<file path="src/rtl/pipe_pkg.sv">
// Shared encodings for the pipeline hazard controller: register-command
// choices, the mult/div FSM state type and a packed command bundle.
package pipe_pkg;

  localparam logic [1:0] CH_FLUSH = 2'b00;
  localparam logic [1:0] CH_LOAD  = 2'b01;
  localparam logic [1:0] CH_HOLD  = 2'b10;

  localparam int MD_CNT_W = 6;

  typedef enum logic {
    IDLE    = 1'b0,
    MD_WAIT = 1'b1
  } md_state_t;

  typedef struct packed {
    logic       pc_we;
    logic [1:0] ifid;
    logic [1:0] idex;
    logic [1:0] exmem;
    logic [1:0] memwb;
  } pipe_cmd_t;

  function automatic pipe_cmd_t make_cmd(input logic       pc_we,
                                         input logic [1:0] ifid,
                                         input logic [1:0] idex,
                                         input logic [1:0] exmem,
                                         input logic [1:0] memwb);
    pipe_cmd_t c;
    c.pc_we = pc_we;
    c.ifid  = ifid;
    c.idex  = idex;
    c.exmem = exmem;
    c.memwb = memwb;
    return c;
  endfunction

endpackage

</file>
<file path="src/rtl/md_timer.sv">
// Mult/div latency timer: IDLE/MD_WAIT FSM with a 6-bit countdown that
// stays busy for load_val+1 cycles after a start.
module md_timer
  import pipe_pkg::*;
(
  input  logic                clk,
  input  logic                reset,
  input  logic                start,
  input  logic [MD_CNT_W-1:0] load_val,
  output logic                busy,
  output md_state_t           state
);

  md_state_t           state_next;
  logic [MD_CNT_W-1:0] count;
  logic [MD_CNT_W-1:0] count_next;

  always_ff @(posedge clk or negedge reset) begin
    if (!reset) begin
      state <= IDLE;
      count <= '0;
    end else begin
      state <= state_next;
      count <= count_next;
    end
  end

  // The countdown ignores pipeline freezes; it only stops at zero.
  always_comb begin
    state_next = state;
    count_next = count;
    case (state)
      IDLE: begin
        if (start) begin
          state_next = MD_WAIT;
          count_next = load_val;
        end
      end
      MD_WAIT: begin
        if (count == '0) state_next = IDLE;
        else             count_next = count - 1'b1;
      end
      default: state_next = IDLE;
    endcase
  end

  assign busy = (state == MD_WAIT);

endmodule

</file>
<file path="src/rtl/pipe_hazard_ctrl.sv">
// Pipeline hazard controller: prioritised freeze/branch/hazard/jump/run commands
// plus mult/div busy tracking. Define HAZ_PERF_CNT_EN to add the stall_cnt output.
module pipe_hazard_ctrl
  import pipe_pkg::*;
#(
  parameter int MD_CYCLES = 32
)
(
  input  logic       clk,
  input  logic       reset,
  input  logic       dmem_wait,
  input  logic       ex_branch_taken,
  input  logic       id_jump,
  input  logic       ex_memread,
  input  logic [4:0] ex_rt,
  input  logic [4:0] id_rs,
  input  logic [4:0] id_rt,
  input  logic       id_uses_rs,
  input  logic       id_uses_rt,
  input  logic       id_md_start,
  input  logic       id_md_read,
  output logic       pc_we,
  output logic [1:0] ifid_choice,
  output logic [1:0] idex_choice,
  output logic [1:0] exmem_choice,
  output logic [1:0] memwb_choice,
  output logic       md_busy,
  output md_state_t  dbg_state
`ifdef HAZ_PERF_CNT_EN
  ,
  output logic [31:0] stall_cnt
`endif
);

  localparam logic [MD_CNT_W-1:0] MD_LOAD = MD_CNT_W'(MD_CYCLES - 1);

  logic      load_use;
  logic      md_hazard;
  logic      md_go;
  pipe_cmd_t cmd;

  assign load_use = ex_memread && (ex_rt != 5'd0) &&
                    ((id_uses_rs && (id_rs == ex_rt)) ||
                     (id_uses_rt && (id_rt == ex_rt)));

  assign md_hazard = md_busy && (id_md_read || id_md_start);

  always_comb begin
    cmd = make_cmd(1'b1, CH_LOAD, CH_LOAD, CH_LOAD, CH_LOAD);
    if (!reset)
      cmd = make_cmd(1'b0, CH_FLUSH, CH_FLUSH, CH_FLUSH, CH_FLUSH);
    else if (dmem_wait)
      cmd = make_cmd(1'b0, CH_HOLD, CH_HOLD, CH_HOLD, CH_HOLD);
    else if (ex_branch_taken)
      cmd = make_cmd(1'b1, CH_FLUSH, CH_FLUSH, CH_LOAD, CH_LOAD);
    else if (load_use || md_hazard)
      cmd = make_cmd(1'b0, CH_HOLD, CH_FLUSH, CH_LOAD, CH_LOAD);
    else if (id_jump)
      cmd = make_cmd(1'b1, CH_FLUSH, CH_LOAD, CH_LOAD, CH_LOAD);
  end

  assign pc_we        = cmd.pc_we;
  assign ifid_choice  = cmd.ifid;
  assign idex_choice  = cmd.idex;
  assign exmem_choice = cmd.exmem;
  assign memwb_choice = cmd.memwb;

  // A start only counts when the mult/div actually advances into EX.
  assign md_go = id_md_start && (cmd.idex == CH_LOAD);

  md_timer u_md_timer (
    .clk      (clk),
    .reset    (reset),
    .start    (md_go),
    .load_val (MD_LOAD),
    .busy     (md_busy),
    .state    (dbg_state)
  );

`ifdef HAZ_PERF_CNT_EN
  always_ff @(posedge clk or negedge reset) begin
    if (!reset)      stall_cnt <= '0;
    else if (!pc_we) stall_cnt <= stall_cnt + 32'd1;
  end
`endif

endmodule

</file>
<file path="config.mk">
export PLATFORM = sky130hd
export DESIGN_NAME = pipe_hazard_ctrl
export DESIGN_NICKNAME = d
export VERILOG_FILES = /design/src/rtl/pipe_pkg.sv /design/src/rtl/md_timer.sv /design/src/rtl/pipe_hazard_ctrl.sv
export SDC_FILE = /design/constraint.sdc
export NUM_CORES = 1
export LEC_CHECK = 0
export CELL_PAD_IN_SITES_DETAIL_PLACEMENT = 2
export CELL_PAD_IN_SITES_GLOBAL_PLACEMENT = 2
export CORE_MARGIN = 4
export CORE_UTILIZATION = 19
export CTS_CLUSTER_DIAMETER = 30
export DETAILED_ROUTE_END_ITERATION = 10
export PLACE_DENSITY = 0.82
export SETUP_SLACK_MARGIN = 0.02
export SLEW_MARGIN = 20
export SYNTH_ARGS = -nofsm -noshare
export SYNTH_HDL_FRONTEND = slang
export SYNTH_SLANG_ARGS = --single-unit
</file>
<file path="constraint.sdc">
create_clock -name clk -period 2.6 [get_ports clk]
set_input_delay 0.65 -clock clk [delete_from_list [all_inputs] [get_ports clk]]
set_output_delay 0.65 -clock clk [all_outputs]
set_load 0.005 [all_outputs]
</file>
# Word-level counts from Yosys, hierarchy flattened
# Cells that the tools add are included.
# totals
register_bits	7
word_cells	32
# op_classes
n_addsub	1
n_eq_ne	5
n_mux	11
bitwise	1
n_reduce_logical	12
# ops
cell	n
$mux W9	4
$mux W6	2
$pmux W6 S2	1
$eq A5 B5 Y1	2
$mux W7	1
$logic_and A1 B1 Y1	6
$logic_not A6 Y1	1
$sub A6 B1 Y6 const B	1
$reduce_bool A5 Y1	1
$ne A2 B2 Y1 const B	2
$logic_or A1 B1 Y1	3
$eq A2 B1 Y1 const B	1
$mux W1	2
$pmux W1 S2	1
$reduce_and A2 Y1	1
$not A1 Y1	1

# Logic depth before layout (Yosys ltp)
# Gate-level depths: netlist of run 1.
# logic_depth
ltp_word	13
ltp_mapped	7
mapped_depth_nobuf	7

# Modules after synthesis
# Synthesis of run 1 repeated with hierarchy kept, for this count alone.
# unflattened
hier_cells	88
hier_area_um2	740.7
# modules_own_cells
mod	n_inst	cells_each	area_each_um2	seq_area_each_um2
md_timer	1	51	465.4	175.2
pipe_hazard_ctrl	1	37	275.3	0.0

# Least setup slack after synthesis of run 1
# No wires, ideal clock.
# synth_path
path_kind	input port to output port
startpoint	in ex_rt[1]
endpoint	out ifid_choice[1]
t_arrival_ns	1.701
required_ns	1.950
path_slack_ns	0.249
stages	4
cell_sequence	or4_4 o21ai_4 nor2_2 o311a_1
# synth_via
elab_chain_len	9
# synth_lines
element	line_no	source
start: declaration	pipe_hazard_ctrl.sv:15	input logic [4:0] ex_rt,
$eq A5 B5 Y1 (on tied branches)	pipe_hazard_ctrl.sv:43, pipe_hazard_ctrl.sv:44	
$logic_and A1 B1 Y1 (on tied branches)	pipe_hazard_ctrl.sv:43, pipe_hazard_ctrl.sv:44	
$logic_or A1 B1 Y1	pipe_hazard_ctrl.sv:43	((id_uses_rs && (id_rs == ex_rt)) ||
$logic_and A1 B1 Y1 (*)	pipe_hazard_ctrl.sv:42	assign load_use = ex_memread && (ex_rt != 5'd0) &&
$logic_or A1 B1 Y1 (*)	pipe_hazard_ctrl.sv:56	else if (load_use || md_hazard)
$mux W9 (*)	pipe_hazard_ctrl.sv:56	
$mux W9 (*)	pipe_hazard_ctrl.sv:54	else if (ex_branch_taken)
$mux W9 (*)	pipe_hazard_ctrl.sv:52	else if (dmem_wait)
$mux W9 (*)	pipe_hazard_ctrl.sv:50	if (!reset)
end: declaration	pipe_hazard_ctrl.sv:23	output logic [1:0] ifid_choice,
# Every way passes the cells marked *; elsewhere a longest branch is shown, timed or not.

# Worst setup path in the final report of run 1
# Same ends and word-level chain as after synthesis.

==> summary.md, run 1 <==
The flow ran to the end, but the final reports show violations. The final reports fail on negative setup slack. The tools report the overall die area as 0.00409 mm2. Startpoint class of the critical path: an input pin. The share of the Yosys chip area taken by registers is 29.4%. The floorplan row count was 20; the critical path's largest stage delay was 560 ps.

The worst path in the final design needs a cycle of 2750 ps, including I/O delays and setup. The post-route netlist has 42.2% of its cells at a drive strength greater than 1. Setup slack on the worst reg-to-reg path comes out at 900 ps. The number of antenna violations at the first check in global routing is 0, and the largest driver fanout on the critical path is 3. The root buffer cell chosen for the clock tree is sky130_fd_sc_hd__clkbuf_4. Relative to the synthesized area, the layout overhead comes to 102%.

The post-DP HPWL was 2030 um; the number of standard cells after synthesis was 66. The number of iterations in the first detailed-routing pass is 3, and the final weighted congestion in routability-driven placement is 0.724. The number of different library cells used by synthesis comes to 28. Total power for the finished layout comes to 0.598 mW. The worst setup path is captured at an output port.

The number of hold-repair buffers added at the cts stage was 0; the total core area was 0.00303 mm2. For the final database, setup skew stands at 11.3 ps. Traced cell by cell, the critical path runs through buf_8, or4_4, o21ai_4, nor2_4, buf_6, o311a_1, buf_2. Measured against its own limit, the worst slew margin works out to 78.1%.

In the final timing run, aggregate negative setup slack is -367 ps. The via count of the first global-routing pass was 814; the antenna violation net count after detailed routing was 0. After synthesis the cells add up to 596 um2. Wires add up to 2760 um. On the critical path, the stage with the largest delay is an instance of sky130_fd_sc_hd__or4_4. The logs give 0 for the final hold violation count and 7 for the clock net sink count. After Yosys synthesis, and, or, nand and nor cells account for 26.3% of the synthesized area.

The tools report the DRC violation count after routing as 0. The summed area of non-filler cells in the final layout is 0.00120 mm2. In this design, the largest share of critical-path delay is due to simple AND/OR/NAND/NOR gates. Data arrives at the worst endpoint at 2100 ps. The multiplexer fraction of the synthesized cell area was 0%; the peak clock frequency supported by timing was 0.364 GHz. The logs give 3 for the total of endpoints with negative setup slack in the final report and 689 for the vias after detailed routing. After synthesis, the largest family of logic cells by area is simple AND/OR/NAND/NOR gates. Number of synthesized register bits: 7. Setup repair after global routing could not meet its margin everywhere. The detailed router's first-iteration violation count is 16. 0 antenna diodes ended up in the layout. Summing the areas of all compound-gate instances in the mapped netlist gives 14.7% of the synthesized area. The logs give 36 for the number of top-level pins and 13.3% for the all-layer global routing usage.

The number of levels the H-tree was split into was 1. Clock latency at the later pin of the worst-skew pair: 260 ps. The post-synthesis average cell area is 9.02 um2. The run gives 0.310 mV as the largest voltage drop on the vdd net. The first global-routing pass estimated 4130 um of wire. During placement, the flow inserted port buffers numbering 35. After global routing the overflow that remains totals 0. The path class of the tightest hold or removal check is register to register. The power density over cell area is 496 mW/mm2.

The synthesized-area fraction occupied by adder cells was 2.10%; the slew at the pin closest to its max-slew limit was 326 ps. Once the floorplan was initialized, standard cells occupied 19.7% of the core. The number of buffers inserted during clock tree synthesis came out at 3.

The static leakage was 0.556 nW. The type of the worst setup path is input pin to output port. Max-cap violations in this run came to 0. Post-route worst setup slack: -145 ps. Measured along the y axis, the die boundary spans 64.0 um. After detailed routing, the number of vias per cell comes to 4.31. STA puts the critical path data required time at 1950 ps.

Summing the areas of all xor and xnor instances in the mapped netlist gives 20.6% of the synthesized area. Entering global routing, the biggest net connects 9 pins. The die outline width was 64.0 um. The longest clock path from root to sink contains 2 buffers. The post-route clock period utilization was 106%; the number of nets in the synthesized netlist was 92. After clock tree synthesis, the clock-pin slew on the worst setup and hold paths is 50 ps. In the final routed layout, each cell accounts on average for 17.2 um. The count of final max-slew check failures is 0, and the number of buffer and inverter stages on the critical path is 3. For the Yosys warning count, the log shows 0.

TritonCTS built the clock tree. The final layout contains 143 nets. The placed instances occupy a cell area of 0.00105 mm2.
## state kept, by name, indices dropped and copies added, names as in the netlist
| signal | cells |
|---|---|
| u_md_timer.busy | 1 |
| u_md_timer.count | 6 |
## metal layers
layer  GRT usage [%]  part of all wire [%]  vias up
met2            27.0                    58       22
met4            1.62                  0.98        0
met1            12.9                    37      339
met5               0                     0        -
met3            4.57                   4.3        2
li1                -                     -      326
## cell usage after synthesis
library cell	n	area [um2]
sky130_fd_sc_hd__xnor2_1	4	35.0
sky130_fd_sc_hd__nor4_1	5	31.3
sky130_fd_sc_hd__nor2_2	1	6.26
sky130_fd_sc_hd__o2bb2ai_1	1	8.76
sky130_fd_sc_hd__o21a_1	2	15.0
sky130_fd_sc_hd__xor2_1	10	87.6
sky130_fd_sc_hd__a31oi_1	1	6.26
sky130_fd_sc_hd__a32oi_1	1	8.76
sky130_fd_sc_hd__and2_0	1	6.26
sky130_fd_sc_hd__or3_1	1	6.26
sky130_fd_sc_hd__nor2_1	2	7.51
sky130_fd_sc_hd__o21ai_0	1	5.00
sky130_fd_sc_hd__nor3_1	1	5.00
sky130_fd_sc_hd__o311a_1	1	10.0
sky130_fd_sc_hd__nor3b_1	1	7.51
sky130_fd_sc_hd__or4_1	1	7.51
sky130_fd_sc_hd__nand2_1	5	18.8
sky130_fd_sc_hd__buf_4	4	30.0
sky130_fd_sc_hd__or4_4	1	11.3
sky130_fd_sc_hd__o21ai_4	1	16.3
sky130_fd_sc_hd__nor2b_1	1	6.26
sky130_fd_sc_hd__nand3_1	1	5.00
sky130_fd_sc_hd__o21ai_2	2	17.5
sky130_fd_sc_hd__nand2b_1	4	25.0
sky130_fd_sc_hd__inv_1	3	11.3
sky130_fd_sc_hd__and2_1	2	12.5
sky130_fd_sc_hd__ha_1	1	12.5
sky130_fd_sc_hd__dfrtp_1	7	175
## stage by stage
| stage | instances | hold WS (ps) | setup WS [ps] | util [%] |
|---|---|---|---|---|
| after floorplan | 66 | 354 | 249 | - |
| after global placement | 151 | 499 | -721 | 34.5 |
| after detailed placement | 151 | 513 | -831 | 34.5 |
| after CTS | 160 | 529 | -190 | 37.0 |
| after global routing | 160 | 552 | -171 | 39.8 |
| final | 160 | 533 | -145 | 39.8 |
## power breakdown
group | switching, mW | total [mW] | internal, mW
clock network | 0.0413 | 0.0999 | 0.0587
logic | 0.136 | 0.292 | 0.156
registers | 0.0489 | 0.206 | 0.157
total | 0.226 | 0.598 | 0.371
## worst paths after layout
check                                     from             endpoint  cells after the start
setup / recovery                      ex_rt[1]       ifid_choice[1]                      7
hold / removal             u_md_timer.count[4]  u_md_timer.count[4]                      2
setup reg to reg           u_md_timer.count[2]  u_md_timer.count[5]                      5
hold reg to reg            u_md_timer.count[4]  u_md_timer.count[4]                      2
max in group asynchronous                reset  u_md_timer.count[3]                      3
min in group asynchronous                reset  u_md_timer.count[1]                      3
## logic make-up (layout without fill, tap and decap cells)
kind of cell    after synthesis  after routing
simple gates                 27             27
xor+xnor                     14             14
compound gates               10             10
flops                         7              7
buf+inv                       7             57
fa+ha+maj                     1              1
## worst reg2reg max path, cell delays in order (launching register included)
cell                      delay [ps]
sky130_fd_sc_hd__dfrtp_1         410
sky130_fd_sc_hd__or3_1           420
sky130_fd_sc_hd__o21ai_2         300
sky130_fd_sc_hd__nor4_1          100
sky130_fd_sc_hd__xor2_1          160
sky130_fd_sc_hd__and2_1          190
## placed cells by master (no fill, tap or decap), drive strengths merged, types with 2 or more instances in the layout
| cell type | n |
|---|---|
| buf | 27 |
| clkdlybuf4s50 | 11 |
| xor2 | 10 |
| dfrtp | 7 |
| dlygate4sd2 | 6 |
| nand2 | 5 |
| clkbuf | 5 |
| nor4 | 5 |
| nand2b | 4 |
| xnor2 | 4 |
| o21ai | 4 |
| inv | 3 |
| dlymetal6s2s | 3 |
| and2 | 3 |
| nor2 | 3 |
| o21a | 2 |
| clkdlybuf4s15 | 2 |
| or4 | 2 |
## final cells by class
type	count	area, um2
Timing Repair Buffer	50	459
Sequential cell	7	175
Multi-Input combinational cell	52	478
Clock buffer	4	26.3
Inverter	3	11.3
Fill cell	343	1820
Tap cell	44	55.1
## timing repair
| item | CTS | global route |
|---|---|---|
| hold endpoints to repair | 0 | 0 |
| endpoints found under the setup margin | 7 | 7 |
| pin swaps | 14 | 8 |
| setup buffers | 5 | 1 |
| gates resized for setup | 77 | 21 |
Power figures use the tool's default switching activity.
==> inputs of run 2 (changes only) <==
Settings changed: ABC_AREA set to 1, CORE_UTILIZATION 19 to 18, CTS_CLUSTER_SIZE set to 30, PLACE_DENSITY 0.82 to 0.83.
==> summary.md, run 2 <==
The run finished with clean final reports. Worst path arrival time: 1810 ps (-290 ps). The logs give 0 (unchanged) for the remaining global-route overflow and 205 (+36%) for the cell total after placement. The multiplexer fraction of the synthesized cell area is 0% (unchanged).

Main combinational cell family by area after synthesis: simple AND/OR/NAND/NOR gates. The most critical setup path has its startpoint at ex_rt[1]. The register clock-pin slew on the reported worst setup and hold paths is 40 ps (about the same), and the post-synthesis instance area is 688 um2 (+16%). The per-cell via count in the routed design works out to 4.15 (-3.7%). The worst slack after detailed placement is -624 ps (+207 ps). The Yosys warning count was 0 (unchanged).

The post-route clock period utilization came out at 94.7% (-11 points). By instance count, the leading cell after synthesis is sky130_fd_sc_hd__nand2_1. Clock net sink count: 7 (unchanged). The summed area of non-filler cells in the final layout came out at 0.00114 mm2 (-5.0%). The most frequent standard cell in the layout excluding fill and tap cells is sky130_fd_sc_hd__nand2_1. The global-route wire length before repair was 4860 um (+18%). The run gives 25.5% (-4.0 points) as the sequential share of the synthesized area. The run gives 189 (+32%) as the layout net count. The register bank with the most flops was u_md_timer.count. The static leakage was 0.661 nW (+19%).

The worst setup path is captured at an output port. The tools report the peak clock frequency supported by timing as 0.406 GHz (+11%). The detailed-route wire length was 2680 um (-2.6%); the detail-routed net length per standard cell was 12.8 um (-26%).

The logs give 145 (+58%) for the number of nets in the synthesized netlist and 871 (+26%) for the vias after detailed routing. The logs give 11.8% (-1.5 points) for the all-layer global routing usage and 18.7% (-1.0 points) for the effective utilization at floorplan. Total of endpoints with negative setup slack in the final report: 0 (-3).

The number of buffers inserted during clock tree synthesis is 3 (unchanged), and the largest voltage drop on the vdd net is 0.191 mV (-38%). The standard cell area after detailed placement is 0.00112 mm2 (+7.2%), and the power density over cell area is 650 mW/mm2 (+31%). The area share of xor/xnor cells in the synthesized design works out to 3.82% (-17 points).

The library cells used most frequently in the layout, excluding fill and tap cells, are 47 x sky130_fd_sc_hd__nand2_1, 21 x sky130_fd_sc_hd__inv_1, 15 x sky130_fd_sc_hd__dlygate4sd2_1, 12 x sky130_fd_sc_hd__nor2_1, 10 x sky130_fd_sc_hd__clkdlybuf4s50_1. The number of cells on the worst reg-to-reg path is 11 (+6). Root cell of the clock tree: sky130_fd_sc_hd__clkbuf_8.

The share of layout cells above drive strength 1 was 19.8% (-22 points). The min-delay analysis places its worst path in the category input pin to asynchronous set/reset pin. The number of synthesized flops with an enable pin works out to 0 (unchanged). Relative to the synthesized area, the layout overhead comes to 66.4%. Compound-gate portion of the synthesized area: 4.55% (-10 points).

For the worst slew slack as a fraction of its limit, the log shows 78.6% (+0.56 points). The post-DP HPWL was 2230 um (+9.9%); the number of input and output port buffers inserted was 35 (unchanged). The proportion of synthesized flip-flops having asynchronous set or reset came out at 100% (unchanged). For the number of buffers on the longest clock path, the log shows 2 (unchanged). The number of flip-flops under the largest register name is 6 (unchanged).

The post-route minimum period was 2460 ps (-282 ps). TritonCTS built the clock tree. The post-synthesis average cell area is 5.78 um2 (-36%), and the number of iterations in the first detailed-routing pass is 3 (unchanged).

The number of hold-repair buffers added at the cts stage was 0 (unchanged); the top-area cell type share of the netlist area was 25.6% (-3.8 points). The tools report the via count of the first global-routing pass as 1080 (+33%). The run gives 19 (-32%) as the distinct cell type count of the synthesized netlist.

The run gives 137 ps (+282 ps) as the post-route worst setup slack. The DRC violation count after routing came out at 0 (unchanged). The run gives 0.672 ps (-10.7 ps) as the largest clock skew in the final design. For the floorplan row count, the log shows 22 (+10%).

For the final hold violation count, the log shows 0 (unchanged). The core utilization of the finished layout is 31.0% (-8.8 points), and the number of antenna cells inserted is 0 (unchanged). Number of synthesized register bits: 7 (unchanged). The die extent in y works out to 69.8 um (+9.1%). The tools report the count of final max-slew check failures as 0 (unchanged). The number of antenna violations at the first check in global routing is 0 (unchanged), and the largest driver fanout on the critical path is 3 (unchanged). The antenna violation net count after detailed routing is 0 (unchanged). The detailed router's first-iteration violation count was 7 (-9); the clock latency at the later pin of the worst-skew pair was 220 ps (-40 ps). Max-cap violation count: 0 (unchanged).

Synthesized-area fraction occupied by adder cells: 1.82% (-0.28 points). The total core area was 0.00369 mm2 (+22%); the die outline width was 69.8 um (+9.1%). The most area-hungry cell type in the Yosys netlist was sky130_fd_sc_hd__nand2_1. STA classifies the critical path startpoint as an input pin.

The worst register-to-register path begins at u_md_timer.count[0]. For this run, the leading register cell type out of synthesis is sky130_fd_sc_hd__dfrtp_1. The slew at the pin closest to its max-slew limit was 318 ps (-7.81 ps); the final non-filler cell total was 210 (+31%).

The share of synthesized cell area in and, or, nand and nor gates was 46.9% (+21 points); the register-to-register path setup slack was 1000 ps (+100 ps). The type of the worst setup path is input pin to output port. In the post-synthesis netlist, the biggest area contributors are sky130_fd_sc_hd__nand2_1 26%, sky130_fd_sc_hd__dfrtp_1 25%, sky130_fd_sc_hd__inv_1 13%. The logs give 470 (+37%) for the filler cell count and 0.744 mW (+24%) for the total power after layout. The tools report the number of levels the H-tree was split into as 1 (unchanged). By count the netlist is led by 47 x sky130_fd_sc_hd__nand2_1, 23 x sky130_fd_sc_hd__inv_1, 16 x sky130_fd_sc_hd__nor2_1.

The number of top-level pins was 36 (unchanged). For the maximum number of pins on one net before global-route repair, the log shows 9 (unchanged). In this run the critical register-to-register path is captured at u_md_timer.count[5]. Setup repair after global routing left no endpoint under its margin.

The logs give 119 (+80%) for the number of standard cells after synthesis and 1950 ps (about the same) for the critical path data required time. The logs give 0.772 (+6.6%) for the final weighted congestion in routability-driven placement and 0.00488 mm2 (+19%) for the overall die area.
run 2: what timing repair did:
action,CTS,global route
setup endpoints to repair,9,4
setup buffers,1,0
resized for setup,42,13
pin swaps,14,5
run 2: how the worst max path moves through the flow:
stage	endpoint	slack, ps	depth (start not counted)
floorplan	pc_we	570	8
global placement	ifid_choice[1]	-570	11
detailed placement	ifid_choice[1]	-620	11
CTS	ifid_choice[1]	8	9
global route	ifid_choice[1]	40	11
finish	ifid_choice[1]	140	11
run 2: stage by stage:
| stage | TNS (ps) | hold WS [ps] |
|---|---|---|
| floorplan | 0 | 354 |
| detailed placement | -2630 | 540 |
| global placement | -2180 | 520 |
| global route | 0 | 533 |
| CTS | 0 | 531 |
| finish | 0 | 522 |
run 2: critical path, stage by stage:
cell and delay (ps):
sky130_fd_sc_hd__clkdlybuf4s15_1 220, sky130_fd_sc_hd__inv_2 60, sky130_fd_sc_hd__nand2_1 60, sky130_fd_sc_hd__nand2_1 60, sky130_fd_sc_hd__nor2_1 120, sky130_fd_sc_hd__nand3_1 80
sky130_fd_sc_hd__nand2_1 80, sky130_fd_sc_hd__nand2_2 50, sky130_fd_sc_hd__a21o_1 180, sky130_fd_sc_hd__a21oi_2 120, sky130_fd_sc_hd__buf_2 120
run 2: final cells by class:
class | instances | area [um2] | area share, %
inverter | 24 | 90.1 | 7.87
multi-input combinational | 84 | 412 | 36.0
timing repair buffer | 43 | 363 | 31.7
sequential | 7 | 175 | 15.3
tap | 48 | 60.1 | 5.25
clock buffer | 4 | 45.0 | 3.93
run 2: routing by layer:
layer | up-vias | wire length, um | track usage, %
li1 | 433 | - | -
met1 | 416 | 1090 | 13.6
met2 | 20 | 1500 | 23.1
met3 | 2 | 85 | 1.59
met4 | 0 | 8 | 1.91
met5 | - | 0 | 0
run 2: report_power, final:
group | total [mW] | leakage, nW | internal [mW] | switching (mW)
registers | 0.226 | 0.0811 | 0.167 | 0.0590
logic | 0.365 | 0.557 | 0.168 | 0.197
clock network | 0.153 | 0.0228 | 0.106 | 0.0465
run 2: cell families after synthesis:
| family | Yosys count |
|---|---|
| AND/OR/NAND/NOR | 75 |
| buffers and inverters | 28 |
| flip-flops | 7 |
| AO/OA/AOI/OAI | 5 |
| XOR/XNOR | 3 |
| adder cells (fa/ha/maj) | 1 |
